## src/rtl/noc_router_pkg.sv

```systemverilog
// ============================================================================
// Module   : noc_router_pkg
// Purpose  : Shared definitions for the parametrised XY-mesh wormhole router:
//            flit type encodings, port indices, arbiter state encodings and
//            helpers that derive flit field offsets from DATA_WIDTH/COORD_W.
// Revision : 1.0 - initial release
// ============================================================================
`default_nettype none

package noc_router_pkg;

    // Flit type field (top three bits of every flit), one-hot
    localparam logic [2:0] c_flit_header = 3'b001;
    localparam logic [2:0] c_flit_body   = 3'b010;
    localparam logic [2:0] c_flit_tail   = 3'b100;

    // Port indices, shared by rx/tx slices, routes and arbiter owners
    localparam logic [2:0] c_port_l = 3'd0;
    localparam logic [2:0] c_port_n = 3'd1;
    localparam logic [2:0] c_port_e = 3'd2;
    localparam logic [2:0] c_port_w = 3'd3;
    localparam logic [2:0] c_port_s = 3'd4;
    localparam int         c_num_ports = 5;

    // Output arbiter states
    localparam logic [0:0] c_arb_idle   = 1'b0;
    localparam logic [0:0] c_arb_locked = 1'b1;

    // Field offsets: type in the top 3 bits, length in the next 12,
    // then {dst_x, dst_y} starting at bit DW-16.
    function automatic int fld_type_msb(input int dw);
        return dw - 1;
    endfunction

    function automatic int fld_dst_x_msb(input int dw);
        return dw - 16;
    endfunction

    function automatic int fld_dst_y_msb(input int dw, input int cw);
        return dw - 16 - cw;
    endfunction

    // Round-robin successor over the five ports (4 wraps to 0)
    function automatic logic [2:0] rr_next(input logic [2:0] p);
        return (p == c_port_s) ? c_port_l : (p + 3'd1);
    endfunction

endpackage

`default_nettype wire

```

## src/rtl/noc_input_port.sv

```systemverilog
// ============================================================================
// Module   : noc_input_port
// Purpose  : One router input: flit FIFO, XY route computation on the flit at
//            the FIFO head, and (with NOC_PARITY_CHECK_EN) a sticky parity
//            error flag on written flits.
// Ports    : clk, rst (async, active-low)
//            i_cur_x/i_cur_y  router coordinates
//            i_data/i_valid   incoming flit and its valid (drts)
//            o_ready          FIFO not full (cts)
//            i_pop            remove head flit (never asserted when empty)
//            o_head/o_empty   head flit and empty flag
//            o_is_header/o_is_tail/o_route  decoded head type and XY route
//            o_perr           sticky parity error (NOC_PARITY_CHECK_EN only)
// Revision : 1.0 - initial release
// ============================================================================
`default_nettype none

module noc_input_port
    import noc_router_pkg::*;
#(
    parameter int DATA_WIDTH = 32,
    parameter int FIFO_DEPTH = 4,
    parameter int COORD_W    = 2
) (
    input  logic                  clk,
    input  logic                  rst,
    input  logic [COORD_W-1:0]    i_cur_x,
    input  logic [COORD_W-1:0]    i_cur_y,
    input  logic [DATA_WIDTH-1:0] i_data,
    input  logic                  i_valid,
    output logic                  o_ready,
    input  logic                  i_pop,
    output logic [DATA_WIDTH-1:0] o_head,
    output logic                  o_empty,
    output logic                  o_is_header,
    output logic                  o_is_tail,
    output logic [2:0]            o_route
`ifdef NOC_PARITY_CHECK_EN
    ,
    output logic                  o_perr
`endif
);

    localparam int             c_aw        = $clog2(FIFO_DEPTH);
    localparam logic [c_aw:0]  c_full      = (c_aw+1)'(FIFO_DEPTH);
    localparam int             c_type_msb  = fld_type_msb(DATA_WIDTH);
    localparam int             c_dx_msb    = fld_dst_x_msb(DATA_WIDTH);
    localparam int             c_dy_msb    = fld_dst_y_msb(DATA_WIDTH, COORD_W);

    logic [DATA_WIDTH-1:0] r_mem [FIFO_DEPTH];
    logic [c_aw-1:0]       r_wr_ptr;
    logic [c_aw-1:0]       r_rd_ptr;
    logic [c_aw:0]         r_count;
    logic                  w_push;
    logic [COORD_W-1:0]    w_dst_x;
    logic [COORD_W-1:0]    w_dst_y;

    assign o_ready = (r_count != c_full);
    assign w_push  = i_valid && o_ready;
    assign o_empty = (r_count == '0);
    assign o_head  = r_mem[r_rd_ptr];

    // Storage is not reset: the pointers/count alone define what is valid
    always_ff @(posedge clk) begin
        if (w_push) begin
            r_mem[r_wr_ptr] <= i_data;
        end
    end

    // Power-of-two depth lets the pointers wrap naturally
    always_ff @(posedge clk or negedge rst) begin
        if (!rst) begin
            r_wr_ptr <= '0;
            r_rd_ptr <= '0;
            r_count  <= '0;
        end else begin
            if (w_push) begin
                r_wr_ptr <= r_wr_ptr + 1'b1;
            end
            if (i_pop) begin
                r_rd_ptr <= r_rd_ptr + 1'b1;
            end
            case ({w_push, i_pop})
                2'b10:   r_count <= r_count + 1'b1;
                2'b01:   r_count <= r_count - 1'b1;
                default: r_count <= r_count;
            endcase
        end
    end

    assign o_is_header = (o_head[c_type_msb -: 3] == c_flit_header);
    assign o_is_tail   = (o_head[c_type_msb -: 3] == c_flit_tail);
    assign w_dst_x     = o_head[c_dx_msb -: COORD_W];
    assign w_dst_y     = o_head[c_dy_msb -: COORD_W];

    // Dimension-ordered XY routing: resolve X fully before Y
    always_comb begin
        o_route = c_port_l;
        if (w_dst_x > i_cur_x) begin
            o_route = c_port_e;
        end else if (w_dst_x < i_cur_x) begin
            o_route = c_port_w;
        end else if (w_dst_y > i_cur_y) begin
            o_route = c_port_s;
        end else if (w_dst_y < i_cur_y) begin
            o_route = c_port_n;
        end
    end

`ifdef NOC_PARITY_CHECK_EN
    // Even parity over the whole flit (bit 0 included) must XOR to zero
    logic r_perr;
    always_ff @(posedge clk or negedge rst) begin
        if (!rst) begin
            r_perr <= 1'b0;
        end else if (w_push && (^i_data)) begin
            r_perr <= 1'b1;
        end
    end
    assign o_perr = r_perr;
`endif

endmodule

`default_nettype wire

```

## src/rtl/noc_router_mesh.sv

```systemverilog
// ============================================================================
// Module   : noc_router_mesh
// Purpose  : Five-port (L,N,E,W,S) wormhole router for an arbitrary XY mesh.
//            Per input: FIFO + XY route (noc_input_port). Per output: a
//            round-robin arbiter that locks onto one input from header to
//            tail, and a registered output stage (RTS/CTS/DRTS/DCTS).
// Ports    : clk; rst (async, active-low); cur_x/cur_y router coordinates;
//            Cx {S,W,E,N} output enable mask (L always enabled);
//            rx/drts/cts input side; tx/rts/dcts output side;
//            perr sticky per-input parity error (NOC_PARITY_CHECK_EN only).
// Config   : `define NOC_PARITY_CHECK_EN to add the parity checker and perr.
// Revision : 1.0 - initial release
// ============================================================================
`default_nettype none

module noc_router_mesh
    import noc_router_pkg::*;
#(
    parameter int DATA_WIDTH = 32,
    parameter int FIFO_DEPTH = 4,
    parameter int COORD_W    = 2
) (
    input  logic                    clk,
    input  logic                    rst,
    input  logic [COORD_W-1:0]      cur_x,
    input  logic [COORD_W-1:0]      cur_y,
    input  logic [3:0]              Cx,
    input  logic [5*DATA_WIDTH-1:0] rx,
    input  logic [4:0]              drts,
    output logic [4:0]              cts,
    output logic [5*DATA_WIDTH-1:0] tx,
    output logic [4:0]              rts,
    input  logic [4:0]              dcts
`ifdef NOC_PARITY_CHECK_EN
    ,
    output logic [4:0]              perr
`endif
);

    logic [DATA_WIDTH-1:0] w_head [c_num_ports];
    logic [4:0]            w_empty;
    logic [4:0]            w_is_hdr;
    logic [4:0]            w_is_tail;
    logic [14:0]           w_route_all;
    logic [4:0]            w_locked;
    logic [4:0]            w_pop;
    logic [4:0]            w_busy;
    logic [4:0]            w_fire;
    logic [14:0]           w_owner_all;
    logic [14:0]           w_src_all;
    logic [4:0]            w_port_en;

    assign w_port_en = {Cx, 1'b1};

    for (genvar gi = 0; gi < c_num_ports; gi++) begin : g_in
        noc_input_port #(
            .DATA_WIDTH (DATA_WIDTH),
            .FIFO_DEPTH (FIFO_DEPTH),
            .COORD_W    (COORD_W)
        ) u_in (
            .clk         (clk),
            .rst         (rst),
            .i_cur_x     (cur_x),
            .i_cur_y     (cur_y),
            .i_data      (rx[gi*DATA_WIDTH +: DATA_WIDTH]),
            .i_valid     (drts[gi]),
            .o_ready     (cts[gi]),
            .i_pop       (w_pop[gi]),
            .o_head      (w_head[gi]),
            .o_empty     (w_empty[gi]),
            .o_is_header (w_is_hdr[gi]),
            .o_is_tail   (w_is_tail[gi]),
            .o_route     (w_route_all[gi*3 +: 3])
`ifdef NOC_PARITY_CHECK_EN
            ,
            .o_perr      (perr[gi])
`endif
        );
    end

    // An input is locked while some arbiter owns it; at most one output can
    // pop a given input because only the owning arbiter reads a locked input
    // and an unlocked header requests exactly one output.
    always_comb begin
        w_locked = '0;
        w_pop    = '0;
        for (int o = 0; o < c_num_ports; o++) begin
            if (w_busy[o]) begin
                w_locked[w_owner_all[o*3 +: 3]] = 1'b1;
            end
            if (w_fire[o]) begin
                w_pop[w_src_all[o*3 +: 3]] = 1'b1;
            end
        end
    end

    for (genvar go = 0; go < c_num_ports; go++) begin : g_out
        logic [0:0]            r_state;
        logic [2:0]            r_owner;
        logic [2:0]            r_last;
        logic [DATA_WIDTH-1:0] r_tx;
        logic                  r_rts;
        logic [0:0]            w_state_nxt;
        logic [2:0]            w_owner_nxt;
        logic [2:0]            w_last_nxt;
        logic                  w_fire_o;
        logic [2:0]            w_src;
        logic [4:0]            w_req;
        logic                  w_found;
        logic [2:0]            w_grant;
        logic [2:0]            w_cand;

        always_comb begin
            for (int i = 0; i < c_num_ports; i++) begin
                w_req[i] = !w_empty[i] && w_is_hdr[i] && !w_locked[i] &&
                           (w_route_all[i*3 +: 3] == 3'(go));
            end
        end

        // Search starts just after the last owner, so priority rotates
        always_comb begin
            w_found = 1'b0;
            w_grant = r_last;
            w_cand  = rr_next(r_last);
            for (int k = 0; k < c_num_ports; k++) begin
                if (!w_found && w_req[w_cand]) begin
                    w_found = 1'b1;
                    w_grant = w_cand;
                end
                w_cand = rr_next(w_cand);
            end
        end

        always_comb begin
            w_state_nxt = r_state;
            w_owner_nxt = r_owner;
            w_last_nxt  = r_last;
            w_fire_o    = 1'b0;
            w_src       = r_owner;
            case (r_state)
                c_arb_idle: begin
                    // The header is forwarded on the same edge it is granted
                    if (dcts[go] && w_port_en[go] && w_found) begin
                        w_fire_o    = 1'b1;
                        w_src       = w_grant;
                        w_owner_nxt = w_grant;
                        w_state_nxt = c_arb_locked;
                    end
                end
                c_arb_locked: begin
                    if (dcts[go] && !w_empty[r_owner]) begin
                        w_fire_o = 1'b1;
                        if (w_is_tail[r_owner]) begin
                            w_state_nxt = c_arb_idle;
                            w_last_nxt  = r_owner;
                        end
                    end
                end
                default: w_state_nxt = c_arb_idle;
            endcase
        end

        always_ff @(posedge clk or negedge rst) begin
            if (!rst) begin
                r_state <= c_arb_idle;
                r_owner <= c_port_l;
                r_last  <= c_port_s;
                r_tx    <= '0;
                r_rts   <= 1'b0;
            end else begin
                r_state <= w_state_nxt;
                r_owner <= w_owner_nxt;
                r_last  <= w_last_nxt;
                r_rts   <= w_fire_o;
                if (w_fire_o) begin
                    r_tx <= w_head[w_src];
                end
            end
        end

        assign w_busy[go]                     = (r_state == c_arb_locked);
        assign w_fire[go]                     = w_fire_o;
        assign w_owner_all[go*3 +: 3]         = r_owner;
        assign w_src_all[go*3 +: 3]           = w_src;
        assign tx[go*DATA_WIDTH +: DATA_WIDTH] = r_tx;
        assign rts[go]                        = r_rts;
    end

endmodule

`default_nettype wire

```

## config.mk

```make
export PLATFORM = sky130hd
export DESIGN_NAME = noc_router_mesh
export DESIGN_NICKNAME = d
export VERILOG_FILES = /design/src/rtl/noc_router_pkg.sv /design/src/rtl/noc_input_port.sv /design/src/rtl/noc_router_mesh.sv
export SDC_FILE = /design/constraint.sdc
export NUM_CORES = 2
export LEC_CHECK = 0
export CAP_MARGIN = 0
export CORE_UTILIZATION = 40
export DETAILED_ROUTE_END_ITERATION = 16
export GPL_TIMING_DRIVEN = 0
export PLACE_DENSITY = 0.7
export SLEW_MARGIN = 20
export SYNTH_ARGS = -nofsm -noshare
export SYNTH_HDL_FRONTEND = slang
export SYNTH_HIERARCHICAL = 1
export SYNTH_SLANG_ARGS = --single-unit
```

## constraint.sdc

```tcl
create_clock -name clk -period 8.8 [get_ports clk]
set_input_delay 0.88 -clock clk [delete_from_list [all_inputs] [get_ports clk]]
set_output_delay 0.88 -clock clk [all_outputs]
set_load 0.03 [all_outputs]
```

# --- After elaboration in Yosys (flattened, before gate mapping) ---
# Memories as Yosys holds them, arrays and structs flattened.
# Cells that the tools add are included.
# W data, S select, Z words.
totals:
  word_cells: 652
  input_bits: 180
  rom_bits: 0
  n_memories: 5
  latch_bits: 0
  ff_bits: 235
  mem_bits_rw: 640
  out_inout_bits: 170
mem_list:
  columns: ["name", "words", "width", "read_ports", "rd_ports_with_merged_regs", "wr", "line", "source"]
  rows:
  - ["g_in[0].u_in.r_mem", 4, 32, 1, 0, 1, "noc_input_port.sv:50", "logic [DATA_WIDTH-1:0] r_mem [FIFO_DEPTH];"]
  - ["g_in[1].u_in.r_mem", 4, 32, 1, 0, 1, "noc_input_port.sv:50", null]
  - ["g_in[2].u_in.r_mem", 4, 32, 1, 0, 1, "noc_input_port.sv:50", null]
  - ["g_in[3].u_in.r_mem", 4, 32, 1, 0, 1, "noc_input_port.sv:50", null]
  - ["g_in[4].u_in.r_mem", 4, 32, 1, 0, 1, "noc_input_port.sv:50", null]
op_classes:
  n_reduce_logical: 139
  bitwise_logic: 18
  n_eq_ne: 70
  n_div: 0
  multipliers: 0
  add_sub_neg: 45
  n_mux: 265
  shift: 0
  magnitude_cmp: 70
ops:
  columns: ["operator", "n"]
  rows:
  - ["$bmux W32 S3", 5]
  - ["$mux W32", 10]
  - ["$mux W3", 75]
  - ["$lt A3 B4 Y1 const B", 35]
  - ["$bmux W1 S3", 35]
  - ["$eq A3 B3 Y1 const B", 35]
  - ["$mux W1", 105]
  - ["$add A3 B1 Y3 const B", 30]
  - ["$logic_and A1 B1 Y1", 84]
  - ["$mux W5", 10]
  - ["$or A5 B5 Y5", 8]
  - ["$logic_not A1 Y1", 35]
  - ["$demux W1 S3", 10]
  - ["$eq A3 B1 Y1 const B", 10]
  - ["$eq A3 B2 Y1 const B", 10]
  - ["$ge A3 B1 Y1 const B", 10]
  - ["$logic_not A3 Y1", 10]
  - ["$pmux W3 S2", 5]
  - ["$add A2 B1 Y2 const B", 10]
  - ["$ge A4 B4 Y1 const B", 5]
  - ["$gt A2 B2 Y1", 10]
  - ["$lt A2 B2 Y1", 10]
  - ["$not A3 Y4", 5]
  - ["$pmux W1 S2", 10]
  - ["other kinds (7)", 35]

# --- Logic depth before layout (Yosys ltp) ---
logic_depth:
  ltp_word: 49
  ltp_mapped: 33

# --- Modules after synthesis ---
# The synthesis kept the hierarchy.
by_module_without_submodules:
  columns: ["mod", "cells_per_inst", "seq_area_each_um2", "area_each_um2", "instances"]
  rows:
  - ["noc_router_mesh", 2201, 5011.1, 19676.4, 1]
  - ["noc_input_port at g_in[0].u_in ...", 222, 4018.9, 5168.7, 3]
  - ["noc_input_port at g_in[3].u_in ...", 222, 4018.9, 5173.7, 2]

# --- Worst setup path before layout ---
# No wires, ideal clock.
synth_path:
  kind: "reg2reg"
  from: "register g_out[3].r_last[0]"
  to: "register g_in[4].u_in.r_count[2]"
  setup_ns: 0.079
  synth_period_minus_slack_ns: 6.260
  required_time_ns: 8.721
  setup_slack_ns: 2.540
  stages_incl_launch_ff: 29
  n_path_buf: 3
  arrival_time_ns: 6.180
  cell_sequence: "dfrtp_1 inv_1 ha_1 inv_1 ha_1 o21ai_0 a22oi_1 ha_1 or4_1 a22oi_1 a311oi_1 mux2_2 mux2_2 o221ai_1 nor2_1 a21o_1 a22oi_1 buf_2 inv_2 or3_1 clkbuf_1 buf_2 o211ai_1 ha_1 inv_1 fa_1 xor2_1 nor2_1 xor2_1"
synth_between:
  elab_chain_len: 30
synth_rtl:
  columns: ["element", "line", "source"]
  rows:
  - ["start, declared", "noc_router_mesh.sv:100", "logic [2:0] r_last;"]
  - ["start signal, assigned", "noc_router_mesh.sv:167", "r_last <= c_port_s;"]
  - ["start signal, assigned", "noc_router_mesh.sv:173", "r_last <= w_last_nxt;"]
  - ["branches (longest 25 deep; another with $add A3 B1 Y3)", null, null]
  - ["$mux W5 (*)", "noc_router_mesh.sv:91", "if (w_fire[o]) begin"]
  - ["$or A5 B5 Y5 (no source line)", null, null]
  - ["$mux W5 (*)", "noc_router_mesh.sv:91", null]
  - ["net w_pop[4]", "noc_router_mesh.sv:46", "logic [4:0] w_pop;"]
  - ["$eq A2 B1 Y1 or $eq A2 B2 Y1 (tied branches)", "noc_input_port.sv:83", "case ({w_push, i_pop})"]
  - ["$pmux W3 S2 or $reduce_bool A2 Y1 (tied branches)", null, null]
  - ["end signal, assigned", "noc_input_port.sv:84", "2'b10: r_count <= r_count + 1'b1;"]
  - ["end signal, assigned", "noc_input_port.sv:85", "2'b01: r_count <= r_count - 1'b1;"]
  - ["end signal, assigned", "noc_input_port.sv:86", "default: r_count <= r_count;"]
  - ["end, declared", "noc_input_port.sv:53", "logic [c_aw:0] r_count;"]
# Mark *: on every way through the listed nets, which the timed path passes. The select of a mux whose other input is x is not followed.
# A chain may end at the register's enable or synchronous reset.

==> flow_summary.ini <==
[status]
outcome = complete, no violations

[critical_path]
required_ns = 9.37
path_class = flop to flop
startpoint_type = flop
critPathSlowestCell = nor4_1
crit_fanout = 10
crit_path_end_kind = flop
critPathArrivalTime_ns = 9.15
critPathLaunch = g_in[0].u_in/r_rd_ptr[1]
rr_startpoint = g_in[0].u_in/r_rd_ptr[1]
max_stage_delay_ns = 0.97

[cts]
ctsLongestPathBuffers = 3
clk_latency_ns = 0.66
h-tree-depth = 3
clock_sinks = 875
path_clk_slew_ns = 0.06
cts_tree = done
post_cts_buffers = 0
cts_resized = 0
cts_hold_buf = 0
numCtsBuffers = 87
cts_root_buf = clkbuf_16

[finish]
num-fill-cells = 9837
final_cell_mix = edfxtp_1 (640), clkdlybuf4s50_1 (348), mux2i_1 (287)
ff_latch_area_um2 = 25100
drive_gt1_share_pct = 15.8
multi_input_area_um2 = 18800
layout_commonest_cell = edfxtp_1
fin_nets = 4022
area_growth_syn_to_layout_pct = 18.3

[sta]
slew_headroom_pct = 20.5
worst_slew_pin_slew_ns = 1.19
fmax_mhz = 116
skew_ns = 0.0348
hold_viol_final = 0
fin_crit_sh_pct = 97.6
setup_viol = 0
post-route-min-period_ns = 8.59
rsz0062_at_grt = no
hold_slack_ns = 0.221
drv_slew = 0

[drt]
routedWlPerCell_um = 30.7
via_per_inst = 6.34
routed.top_layer = met5
drt_first_pass_iters = 6
drc = 0
wl_met1_um = 62600
routed_wl_um = 164000
wl_met3_um = 18300
wl_met2_um = 73700
ant_nets = 0
via_count = 33800
drtIter0Drc = 4212

[floorplanning]
core_area_um2 = 113000
die_h_um = 339
num_rows = 123
die-area_um2 = 115000
num_io_pins = 350
die_x_um = 339
initial_core_util_pct = 40.4

[synth]
synth-seq-cells = 875
synth_nets = 3580
ys_warn_count = 6
netlist_area_um2 = 45500
syn_inst = 3311
ys_seq_area_share_pct = 55.1
synth-edff-count = 640
synth_area_per_cell_um2 = 13.8
async_reset_ff_share_pct = 26.9
ys_types = 123
synth_flop_cell = edfxtp_1

[run]
timing.max_cap.violations = 0

[global_routing]
grt_overflow = 0
grt_max_degree = 90
grt_use_total_pct = 27.7
antenna_found_initial = 21
grt_pass1_vias = 32200
grt_pass1_wl_um = 232000

[place]
gp_congestion = 1.00
hpwl_um = 122000
io_buffers = 349

[hold_path]
min_path_type = input pin to async pin
## layer usage
layer  vias up  GRT usage, %
met3       402          7.77
li1      14200             -
met2      2038          42.8
met4        18          12.8
met5         -             0
met1     17100          36.2
## Yosys cell counts, types with 42 or more instances
cell / instances / area share (%)
edfxtp_1: 640 / 42
mux2i_1: 287 / 6.3
dfrtp_1: 230 / 13
mux4_2: 161 / 8.0
inv_1: 124 / 1.0
nand2_1: 120 / 0.99
nor2_1: 102 / 0.84
o21ai_0: 92 / 1.0
ha_1: 84 / 2.3
clkbuf_1: 81 / 0.67
buf_2: 79 / 0.87
o211ai_1: 79 / 1.3
a22oi_1: 74 / 1.2
mux2_2: 64 / 1.6
a21oi_1: 60 / 0.66
and3_1: 56 / 0.77
nand3_1: 49 / 0.54
o22ai_1: 42 / 0.58
## sequential cells by signal, summed over array words and instances, names as in the netlist
signal,count
g_out.r_state,5
g_out.r_last,15
g_out.r_owner,15
g_out.r_rts,5
g_in.u_in/r_wr_ptr,10
g_in.u_in/r_rd_ptr,10
g_in.u_in/r_count,15
g_in.u_in/r_mem,640
g_out.r_tx,160
## critical path, delay by kind of cell (launching register included)
kind	cells	cell delay [ns]
flip-flops	1	0.32
multiplexers	1	0.45
buffers and inverters	9	2.01
AO/OA/AOI/OAI	8	2.69
XOR/XNOR	2	0.30
adder cells (fa/ha/maj)	3	0.95
AND/OR/NAND/NOR	5	1.77
## area by class of cell
class                           count  share of cell area, %
Timing Repair Buffer              353                   6.63
Clock inverter                     46                   1.01
Antenna cell                        8                 0.0372
Clock buffer                      114                   4.25
Tap cell                         1500                   3.48
Multi-Input combinational cell   2091                   34.9
Buffer                            214                   2.16
Sequential cell                   875                   46.6
Inverter                          131                  0.913
## kinds of logic (layout without fill, tap and decap cells)
logic type / count (synthesis) / in the layout / share of synthesized area [%]
fa+ha+maj: 89 / 89 / 2.53
compound gates: 800 / 800 / 13.5
mux: 534 / 534 / 16.5
simple gates: 635 / 635 / 8.15
flops: 875 / 875 / 55.1
buf+inv: 345 / 858 / 3.64
xor+xnor: 33 / 33 / 0.635
other cells: 0 / 8 / 0
## worst paths after layout
check / end / slack (ns) / depth (start not counted)
worst min register to register: g_out[0].r_tx[16] / 0.50 / 2
min in group clk: g_out[0].r_tx[16] / 0.50 / 2
worst max-delay path: g_in[4].u_in/r_count[2] / 0.21 / 28
worst min-delay path: g_out[3].r_tx[3] / 0.22 / 1
worst max register to register: g_in[4].u_in/r_count[2] / 0.21 / 28
max in group asynchronous: g_in[4].u_in/r_count[1] / 7.59 / 2
## through the flow
| step | worst slack [ns] | TNS (ns) | util, % | cells | area (um^2) |
|---|---|---|---|---|---|
| after global placement | -4.30 | -987.64 | 45.2 | 5160 | 50900 |
| after floorplan | 2.54 | 0 | - | 3311 | 45500 |
| after global routing | 0.0111 | 0 | 47.8 | 5328 | 53900 |
| after CTS | 0.203 | 0 | 47.8 | 5324 | 53800 |
| after detailed placement | 0.281 | 0 | 45.3 | 5164 | 51000 |
| final | 0.213 | 0 | 47.8 | 5332 | 53900 |
Power is left out: the tool's default activity adds up to more than one toggle a clock period on the data nets, which glitch-free logic cannot reach.
